**config.mk**
```make
export PLATFORM = sky130hd
export DESIGN_NAME = stall_scheduler
export DESIGN_NICKNAME = d
export VERILOG_FILES = /design/src/rtl/stall_scheduler.sv
export SDC_FILE = /design/constraint.sdc
export NUM_CORES = 1
export LEC_CHECK = 0
export CORE_MARGIN = 10
export CORE_UTILIZATION = 41
export DETAILED_ROUTE_END_ITERATION = 16
export GPL_ROUTABILITY_DRIVEN = 0
export PLACE_DENSITY = 0.77
export SKIP_LAST_GASP = 1
export SYNTH_ARGS = -nofsm -noshare
export SYNTH_HDL_FRONTEND = slang
export SYNTH_SLANG_ARGS = --single-unit
```
**constraint.sdc**
```tcl
create_clock -name clk -period 2.6 [get_ports clk]
set_clock_uncertainty 0.2 [all_clocks]
set_input_delay 0.52 -clock clk [delete_from_list [all_inputs] [get_ports clk]]
set_output_delay 0.52 -clock clk [all_outputs]
set_load 0.1 [all_outputs]
```
**src/rtl/stall_scheduler.sv**
```systemverilog
// stall_scheduler
//   Hazard detection and multiply/divide unit (MDU) occupancy tracking for a
//   five-stage pipeline. A stall freezes PC and D and turns E into a bubble.
//
//   state | meaning
//   ------+-----------------------------------------------
//   IDLE  | MDU free, waiting for an issue in E
//   MULT  | multiply in progress, md_cnt cycles remaining
//   DIV   | divide in progress, md_cnt cycles remaining
//
// Ports
//   clk, reset                    single clock, synchronous active-high reset
//   D_rs, D_rt, D_*_tuse          sources of the D instruction and when it needs them
//   E_wa/M_wa, E_tnew/M_tnew      destinations in E/M and when their results are ready
//   D_md                          D instruction touches the MDU
//   E_md_start, E_md_div          MDU issue in E this cycle (1 = divide)
//   stall, PC_en, D_en, E_clr     combinational pipeline controls
//   md_busy, md_cnt               registered MDU occupancy
//   stall_cycles                  registered saturating count of stalled cycles
module stall_scheduler #(
    parameter int MULT_LAT = 5,
    parameter int DIV_LAT  = 10
) (
    input  logic        clk,
    input  logic        reset,
    input  logic [4:0]  D_rs,
    input  logic [4:0]  D_rt,
    input  logic [1:0]  D_rs_tuse,
    input  logic [1:0]  D_rt_tuse,
    input  logic [4:0]  E_wa,
    input  logic [4:0]  M_wa,
    input  logic [1:0]  E_tnew,
    input  logic [1:0]  M_tnew,
    input  logic        D_md,
    input  logic        E_md_start,
    input  logic        E_md_div,
    output logic        stall,
    output logic        PC_en,
    output logic        D_en,
    output logic        E_clr,
    output logic        md_busy,
    output logic [3:0]  md_cnt,
    output logic [15:0] stall_cycles
);

    localparam logic [3:0] MULT_LOAD = 4'(MULT_LAT);
    localparam logic [3:0] DIV_LOAD  = 4'(DIV_LAT);

    typedef enum logic [1:0] {
        IDLE = 2'd0,
        MULT = 2'd1,
        DIV  = 2'd2
    } state_t;

    state_t state;

    logic rs_hz;
    logic rt_hz;
    logic md_hz;

    // A tuse of 3 can never be exceeded by a 2-bit tnew, so unused sources
    // drop out of the compare without a separate qualifier.
    assign rs_hz = (D_rs != 5'd0) &&
                   (((D_rs == E_wa) && (E_tnew > D_rs_tuse)) ||
                    ((D_rs == M_wa) && (M_tnew > D_rs_tuse)));

    assign rt_hz = (D_rt != 5'd0) &&
                   (((D_rt == E_wa) && (E_tnew > D_rt_tuse)) ||
                    ((D_rt == M_wa) && (M_tnew > D_rt_tuse)));

    // An issue in E this cycle counts as busy for the D instruction so the
    // MDU is never seen free one cycle early.
    assign md_hz = D_md && (md_busy || E_md_start);

    assign stall = rs_hz || rt_hz || md_hz;
    assign PC_en = !stall;
    assign D_en  = !stall;
    assign E_clr = stall;

    always_ff @(posedge clk) begin
        if (reset) begin
            state        <= IDLE;
            md_cnt       <= 4'd0;
            md_busy      <= 1'b0;
            stall_cycles <= 16'd0;
        end else begin
            case (state)
                IDLE: begin
                    if (E_md_start) begin
                        md_busy <= 1'b1;
                        if (E_md_div) begin
                            state  <= DIV;
                            md_cnt <= DIV_LOAD;
                        end else begin
                            state  <= MULT;
                            md_cnt <= MULT_LOAD;
                        end
                    end
                end
                // A new issue while busy is ignored; the running count wins.
                MULT, DIV: begin
                    if (md_cnt == 4'd1) begin
                        state   <= IDLE;
                        md_cnt  <= 4'd0;
                        md_busy <= 1'b0;
                    end else begin
                        md_cnt <= md_cnt - 4'd1;
                    end
                end
                default: begin
                    state   <= IDLE;
                    md_cnt  <= 4'd0;
                    md_busy <= 1'b0;
                end
            endcase

            if (stall && (stall_cycles != 16'hFFFF)) begin
                stall_cycles <= stall_cycles + 16'd1;
            end
        end
    end

endmodule

```
==> results of run 1 <==
how the worst min path moves through the flow:
stage,startpoint,end,cells after the start
detailed placement,state[1],state[1],2
global placement,stall_cycles[11],stall_cycles[11],2
finish,state[1],state[1],2
CTS,state[1],state[1],2
global route,state[1],state[1],2
floorplan,state[1],state[1],2
registers in the layout, summed over array words and instances, names as in the netlist:
signal / flops
md_busy: 1
md_cnt: 4
stall_cycles: 16
state: 2
per-layer routing:
metal  routed length, µm  track usage  part of all wire  vias up
li1                    -            -                 -      904
met1                2559       0.1828              0.46      844
met2                2570       0.2381              0.46       75
met3                 354      0.02148             0.064        6
met4                  70      0.04154             0.013        0
met5                   0            0                 0        -
cell families after synthesis:
logic type | count (synthesis) | synth area share
adder cells (fa/ha/maj) | 13 | 0.09871
flip-flops | 23 | 0.2794
AND/OR/NAND/NOR | 74 | 0.2437
buffers and inverters | 23 | 0.07137
XOR/XNOR | 22 | 0.1169
multiplexers | 1 | 0.006075
AO/OA/AOI/OAI | 50 | 0.1838
area by class of cell:
cell class / count / share of cell area
Inverter: 17 / 0.02947
Multi-Input combinational cell: 161 / 0.4991
Tap cell: 48 / 0.02210
Timing Repair Buffer: 82 / 0.2560
Clock buffer: 4 / 0.01657
Sequential cell: 23 / 0.1768
power groups by stage:
stage / Combinational [mW] / Sequential, mW / Clock, mW
after floorplan: 0.232 / 0.499 / 0
after global placement: 0.478 / 0.398 / 0
after detailed placement: 0.481 / 0.398 / 0
after CTS: 0.520 / 0.390 / 0.221
after global routing: 0.600 / 0.393 / 0.235
final: 0.563 / 0.390 / 0.213
worst register-to-register path: cells and delay by family (launching register included):
family,cells,cell delay (ns)
AO/OA/AOI/OAI,1,0.15
XOR/XNOR,1,0.13
buffers and inverters,2,0.30
flip-flops,1,0.37
AND/OR/NAND/NOR,4,0.98
metrics by stage:
stage | instance area (µm²) | power (mW) | setup TNS [ns]
after floorplan | 1715 | 0.7310 | -3.716
after global placement | 2365 | 0.8760 | -14.00
after detailed placement | 2365 | 0.8788 | -14.45
after CTS | 2609 | 1.131 | -2.355
after global routing | 2718 | 1.228 | -1.087
final | 2718 | 1.167 | -0.7188
repair_timing:
item / in CTS / in global routing
resized for setup: 96 / 30
gates cloned: 0 / 1
pin swaps: 24 / 17
setup buffers: 5 / 9
setup endpoints to repair: 20 / 19
synthesized netlist by cell type:
cell type / instances / area (µm²)
or4_1: 6 / 45.04
a21oi_1: 21 / 105.1
o311a_1: 1 / 10.01
a31oi_1: 1 / 6.260
nor3b_1: 1 / 7.510
o21a_1: 1 / 7.510
buf_6: 1 / 11.26
or3_1: 12 / 75.07
nand3_1: 8 / 40.04
a22oi_1: 1 / 7.510
nand2b_1: 1 / 6.260
o22a_2: 1 / 10.01
and3_1: 2 / 12.51
and4_1: 1 / 8.760
xnor2_1: 14 / 122.6
o31ai_1: 2 / 15.01
nor2b_1: 3 / 18.77
nor3_1: 5 / 25.02
o22a_1: 1 / 8.760
a2bb2oi_1: 1 / 8.760
mux2i_1: 1 / 10.01
o31ai_4: 1 / 21.27
clkbuf_1: 2 / 7.510
nor4_1: 4 / 25.02
nor2_1: 10 / 37.54
o21ai_1: 3 / 15.01
nand3b_1: 1 / 7.510
inv_1: 17 / 63.81
nand4_1: 6 / 37.54
ha_1: 13 / 162.7
dfxtp_1: 23 / 460.4
buf_12: 1 / 20.02
nand2_1: 13 / 48.80
xor2_1: 8 / 70.07
buf_4: 2 / 15.01
o21ai_0: 14 / 70.07
a32oi_1: 1 / 8.760
and2_1: 1 / 6.260
a2111oi_0: 1 / 8.760
==> results.py, run 1 <==
metrics = {
    "outcome": {
        "status": "finished, violations left",
        "violations": "negative setup slack",
    },
    "power_and_ir_drop": {
        "ir_drop_mv": 0.5480,
        "swShare": 0.4040,
        "pwr-share-comb": 0.483,
        "pwr_density_cell_nw_per_um2": 429.4,
        "leakagePower_nw": 1.075,
        "netSwitchingPower_mw": 0.4714,
        "intPower_mw": 0.6954,
        "seqPwrFrac": 0.334,
        "pwr-share-clk": 0.183,
    },
    "sta": {
        "tightest_slew_ns": 0.4610,
        "whs_ns": 0.2901,
        "rsz0062_at_grt": "true",
        "setup_violations": 5,
        "hold_viol_final": 0,
        "slew_headroom": 0.6926,
        "finalCritPeriodShare": 1.072,
        "max_freq_ghz": 0.3588,
        "timing.final.ws_setup_ns": -0.1869,
        "report.final.slew_viol_count": 0,
        "fin_crit_ns": 2.787,
    },
    "floorplan": {
        "initial_core_util": 0.4370,
        "rows": 22,
        "coreArea_um2": 3771,
        "io_pins": 58,
        "die_y_um": 83.40,
        "dieWidth_um": 83.40,
        "fp.dieArea_um2": 6955,
    },
    "finish": {
        "final_cell_mix": "43 x buf_4, 17 x a21oi_1, 16 x dfxtp_2",
        "fin_util": 0.7206,
        "layout_commonest_cell": "buf_4",
        "multiInputGateArea_um2": 1356,
        "drive_above_1_share": 0.4321,
        "seq_area_um2": 480.5,
        "area_growth_pct": 64.92,
        "nFillCells": 291,
        "nets": 334,
        "finalNonFillerCells": 335,
        "antenna_cells": 0,
    },
    "global_routing": {
        "grt_pass1_wl_mm": 8.514,
        "antenna_found_initial": 0,
        "grt_max_degree": 29,
        "grt.total_usage": 0.1427,
        "first_global_vias": 1785,
        "overflow": 0,
    },
    "setup_path": {
        "startpoint": "D_rs_tuse[1]",
        "cp_max_fo": 2,
        "cp.depth": 10,
        "reg2reg_slack_ns": 0.35,
        "crit_buf_inv": 4,
        "cp.required_ns": 1.88,
        "path_delay_family": "buffers and inverters",
        "endpoint": "E_clr",
        "start_kind": "primary input",
        "cp_slowest_stage_delay_ns": 0.27,
        "r2r-start": "stall_cycles[9]",
        "critical_path_class": "primary input to output pin",
        "timing.rr.end": "stall_cycles[0]",
        "rr_worst_depth": 8,
        "cpMaxStageDelayCell": "o22a_4",
        "cp_data_arrival_time_ns": 2.07,
        "path_cells": "buf_8 -> inv_8 -> ha_4 -> nor2b_4 -> o21ai_2 -> a2111oi_4 -> o22a_4 -> nor3_4 -> clkinvlp_4 -> buf_12",
        "crit_path_end_kind": "output pin",
    },
    "synthesis": {
        "synth_fp_nets": 252,
        "ys_seq_area_frac": 0.2794,
        "syn_area_per_cell_um2": 7.999,
        "ys_ff_latch": 23,
        "synthCells": 206,
        "syn_area_um2": 1648,
        "synth_cell_types": 39,
        "synth_warnings": 0,
    },
    "hold_path": {
        "hold_path.class": "register to register",
    },
    "job": {
        "cap_violations": 0,
    },
    "clock_network": {
        "clock_latency_ns": 0.26,
        "h-tree-depth": 1,
        "cts_buffer_depth": 2,
        "ctsHoldBuffers": 0,
        "cts_tree": "yes",
        "cts-root-buf": "clkbuf_8",
        "clk_pin_slew_ns": 0.07,
        "numCtsBuffers": 3,
        "cts.sinks": 23,
    },
    "placement": {
        "dp.cells": 318,
        "io_buffers": 57,
        "dp_hpwl_mm": 3.748,
        "dp_slack_ns": -0.8388,
    },
    "routing": {
        "wl_mm": 5.554,
        "drc_errors": 0,
        "viasPerCell": 5.460,
        "ant_nets": 0,
        "wl_per_cell_um": 16.58,
        "drt_first_pass_iters": 4,
        "vias": 1829,
        "drt_iter0_markers": 69,
    },
}
Power figures use the tool's default switching activity.
==> run 2, diff against run 1 <==
--- a/config.mk
+++ b/config.mk
@@ -5,11 +5,12 @@
 export SDC_FILE = /design/constraint.sdc
 export NUM_CORES = 1
 export LEC_CHECK = 0
+export ABC_AREA = 1
 export CORE_MARGIN = 10
-export CORE_UTILIZATION = 41
+export CORE_UTILIZATION = 42
 export DETAILED_ROUTE_END_ITERATION = 16
 export GPL_ROUTABILITY_DRIVEN = 0
-export PLACE_DENSITY = 0.77
+export PLACE_DENSITY = 0.76
 export SKIP_LAST_GASP = 1
 export SYNTH_ARGS = -nofsm -noshare
 export SYNTH_HDL_FRONTEND = slang
==> constraint.sdc (replaced) <==
create_clock -name clk -period 2.35 [get_ports clk]
set_clock_uncertainty 0.2 [all_clocks]
set_input_delay 0.47 -clock clk [delete_from_list [all_inputs] [get_ports clk]]
set_output_delay 0.47 -clock clk [all_outputs]
set_load 0.1 [all_outputs]
==> results.py, run 2 <==
metrics = {
    "finish": {
        "area_growth_pct": 45.84,
        "finalNonFillerCells": 433,
        "fin_area_um2": 2743,
        "nFillCells": 421,
        "drive_above_1_share": 0.2336,
        "antenna_cells": 0,
        "largest_reg_flops": 16,
        "reg.largest.list": "stall_cycles x16, md_cnt x4, state x2",
        "final_cell_mix": "88 x nand2_1, 49 x nor2_1, 40 x inv_1",
        "layout_commonest_cell": "nand2_1",
        "nets": 428,
        "fin_util": 0.6299,
        "largest-register": "stall_cycles",
    },
    "sta": {
        "whs_ns": 0.2704,
        "slew_headroom": 0.7024,
        "max_freq_ghz": 0.4057,
        "rsz0062_at_grt": "true",
        "fin_crit_ns": 2.465,
        "report.final.slew_viol_count": 0,
        "setup_violations": 4,
        "timing.final.ws_setup_ns": -0.1150,
        "tightest_slew_ns": 0.4417,
        "hold_viol_final": 0,
        "finalCritPeriodShare": 1.049,
        "tns_ns": -0.4298,
    },
    "synthesis": {
        "synth_edf_count": 0,
        "ys_async_sr_fraction": 0,
        "synth_top_area_frac": 0.2448,
        "synthCells": 314,
        "ys_ff_latch": 23,
        "netlist_top_cells_count": "93 x nand2_1, 49 x nor2_1, 47 x inv_1",
        "yosysMostFrequentCell": "nand2_1",
        "synth_cell_types": 26,
        "synth_warnings": 0,
        "synth_largest_area_cell": "dfxtp_1",
        "synthTopCellsByArea": "dfxtp_1 24%, nand2_1 19%, nor2_1 9.8%",
        "syn_area_um2": 1881,
        "ys.flop_type": "dfxtp_1",
        "synth_fp_nets": 360,
        "syn_area_per_cell_um2": 5.989,
        "ys_seq_area_frac": 0.2448,
    },
    "power_and_ir_drop": {
        "netSwitchingPower_mw": 1.210,
        "intPower_mw": 0.9991,
        "swShare": 0.5478,
        "pwr_density_cell_nw_per_um2": 805.6,
        "pwr-share-clk": 0.115,
        "ir_drop_mv": 0.8543,
        "pwr-share-comb": 0.625,
        "leakagePower_nw": 1.399,
        "totalPowerFinal_mw": 2.210,
        "seqPwrFrac": 0.260,
    },
    "setup_path": {
        "crit_buf_inv": 4,
        "r2r-start": "stall_cycles[0]",
        "cp.depth": 13,
        "start_kind": "primary input",
        "endpoint": "D_en",
        "path_cells": "buf_8 -> buf_6 -> ha_4 -> nand2_2 -> nand2_1 -> nand2_1 -> nor2_1 -> nand3_1 -> nand2_1 -> nand2_2 -> nand3_4 -> clkinvlp_4 -> buf_12",
        "cp_max_fo": 3,
        "timing.rr.end": "stall_cycles[10]",
        "cp_data_arrival_time_ns": 1.80,
        "startpoint": "E_tnew[1]",
        "cp.required_ns": 1.68,
        "cpMaxStageDelayCell": "ha_4",
        "reg2reg_slack_ns": 0.32,
        "cp_slowest_stage_delay_ns": 0.26,
        "cp_common_cell": "nand2_1",
        "rr_worst_depth": 12,
        "critical_path_class": "primary input to output pin",
        "crit_path_end_kind": "output pin",
        "path_delay_family": "simple AND/OR/NAND/NOR gates",
    },
    "routing": {
        "viasPerCell": 4.744,
        "wl_per_cell_um": 11.76,
        "drc_errors": 0,
        "vias": 2054,
        "wl_mm": 5.090,
        "ant_nets": 0,
        "drt_iter0_markers": 72,
        "drt_first_pass_iters": 5,
    },
    "floorplan": {
        "die_y_um": 86.92,
        "dieWidth_um": 86.92,
        "io_pins": 58,
        "fp.dieArea_um2": 7554,
        "coreArea_um2": 4354,
        "rows": 24,
        "initial_core_util": 0.4319,
    },
    "clock_network": {
        "cts_tree": "yes",
        "numCtsBuffers": 3,
        "cts_buffer_depth": 2,
        "cts-root-buf": "clkbuf_8",
        "clock_latency_ns": 0.27,
        "h-tree-depth": 1,
        "cts.sinks": 23,
        "clk_pin_slew_ns": 0.09,
    },
    "hold_path": {
        "hold_path.class": "register to register",
    },
    "placement": {
        "postPlaceCellArea_um2": 2611,
        "dp_hpwl_mm": 4.159,
        "dp_slack_ns": -0.6163,
        "dp.cells": 428,
        "io_buffers": 57,
    },
    "global_routing": {
        "overflow": 0,
        "antenna_found_initial": 0,
        "grt_pass1_wl_mm": 8.625,
        "first_global_vias": 1948,
        "grt_max_degree": 21,
        "grt.total_usage": 0.1357,
    },
    "outcome": {
        "violations": "negative setup slack",
        "status": "finished, violations left",
    },
    "job": {
        "cap_violations": 0,
    },
}
[run 2: cell types whose count changed in the layout (fill, tap and decap cells not counted), sizes merged, moves of 12 or more]
cell,previous run,this run
or3,12,0
inv,16,47
nand3,8,24
nand2,13,94
nor2,10,51
buf,59,40
[run 2: power groups by stage]
stage                     registers, mW  clock network, mW  logic [mW]
after detailed placement          0.581                  0        1.37
after CTS                         0.573              0.257        1.38
after floorplan                    1.06                  0       0.561
final                             0.573              0.255        1.38
after global routing              0.587              0.280        1.49
after global placement            0.578                  0        1.35
[run 2: layer usage]
layer | routed length, µm | track usage
met1 | 2234 | 0.1602
met2 | 2552 | 0.2418
met5 | 0 | 0
met4 | 34 | 0.02798
met3 | 269 | 0.03090
[run 2: kinds of logic after synthesis]
group,share of synthesized area
buffers and inverters,0.1191
XOR/XNOR,0.06055
flip-flops,0.2448
AND/OR/NAND/NOR,0.4005
AO/OA/AOI/OAI,0.08849
adder cells (fa/ha/maj),0.08650
[run 2: cell type report]
cell class                 count  area, µm²  area share
clock buffer                   3      41.29     0.01505
clock inverter                 1      7.507    0.002737
inverter                      49      205.2     0.07482
multi-input combinational    236       1315      0.4795
sequential                    23      476.7      0.1738
tap                           52      65.06     0.02372
timing repair buffer          69      631.9      0.2304
[run 2: how the worst min path moves through the flow]
stage	startpoint	endpoint	slack, ns	cells after the start
finish	md_busy	md_busy	0.27	2
global route	md_busy	md_busy	0.29	2
CTS	md_busy	md_busy	0.27	2
detailed placement	md_busy	md_busy	0.26	2
global placement	md_busy	md_busy	0.26	2
floorplan	state[1]	state[1]	0.25	2
[run 2: worst reg2reg max path, stage by stage, from the launching register on]
cell and delay (ns):
dfxtp_4 0.38, ha_1 0.20, nand2_1 0.08, nor3_2 0.21, nand2_1 0.11, nor2_1 0.14, nand2_1 0.13, nor2_4 0.19
nor2_1 0.06, nand2_1 0.09, nand2_1 0.06, nand2_1 0.06, nor2_1 0.04
[run 2: repair_timing]
item	CTS	global route
buffers inserted	0	1
gates cloned	0	0
hold buffers	0	0
endpoints found under the setup margin	20	5
pin swaps	17	2
resized for setup	71	3
==> run 3, diff against run 2 <==
--- a/config.mk
+++ b/config.mk
@@ -6,6 +6,7 @@
 export NUM_CORES = 1
 export LEC_CHECK = 0
 export ABC_AREA = 1
+export CAP_MARGIN = 40
 export CORE_MARGIN = 10
 export CORE_UTILIZATION = 42
 export DETAILED_ROUTE_END_ITERATION = 16
==> results of run 3 <==
Same layout as run 2: the final DEF is identical, and so are final timing and power.
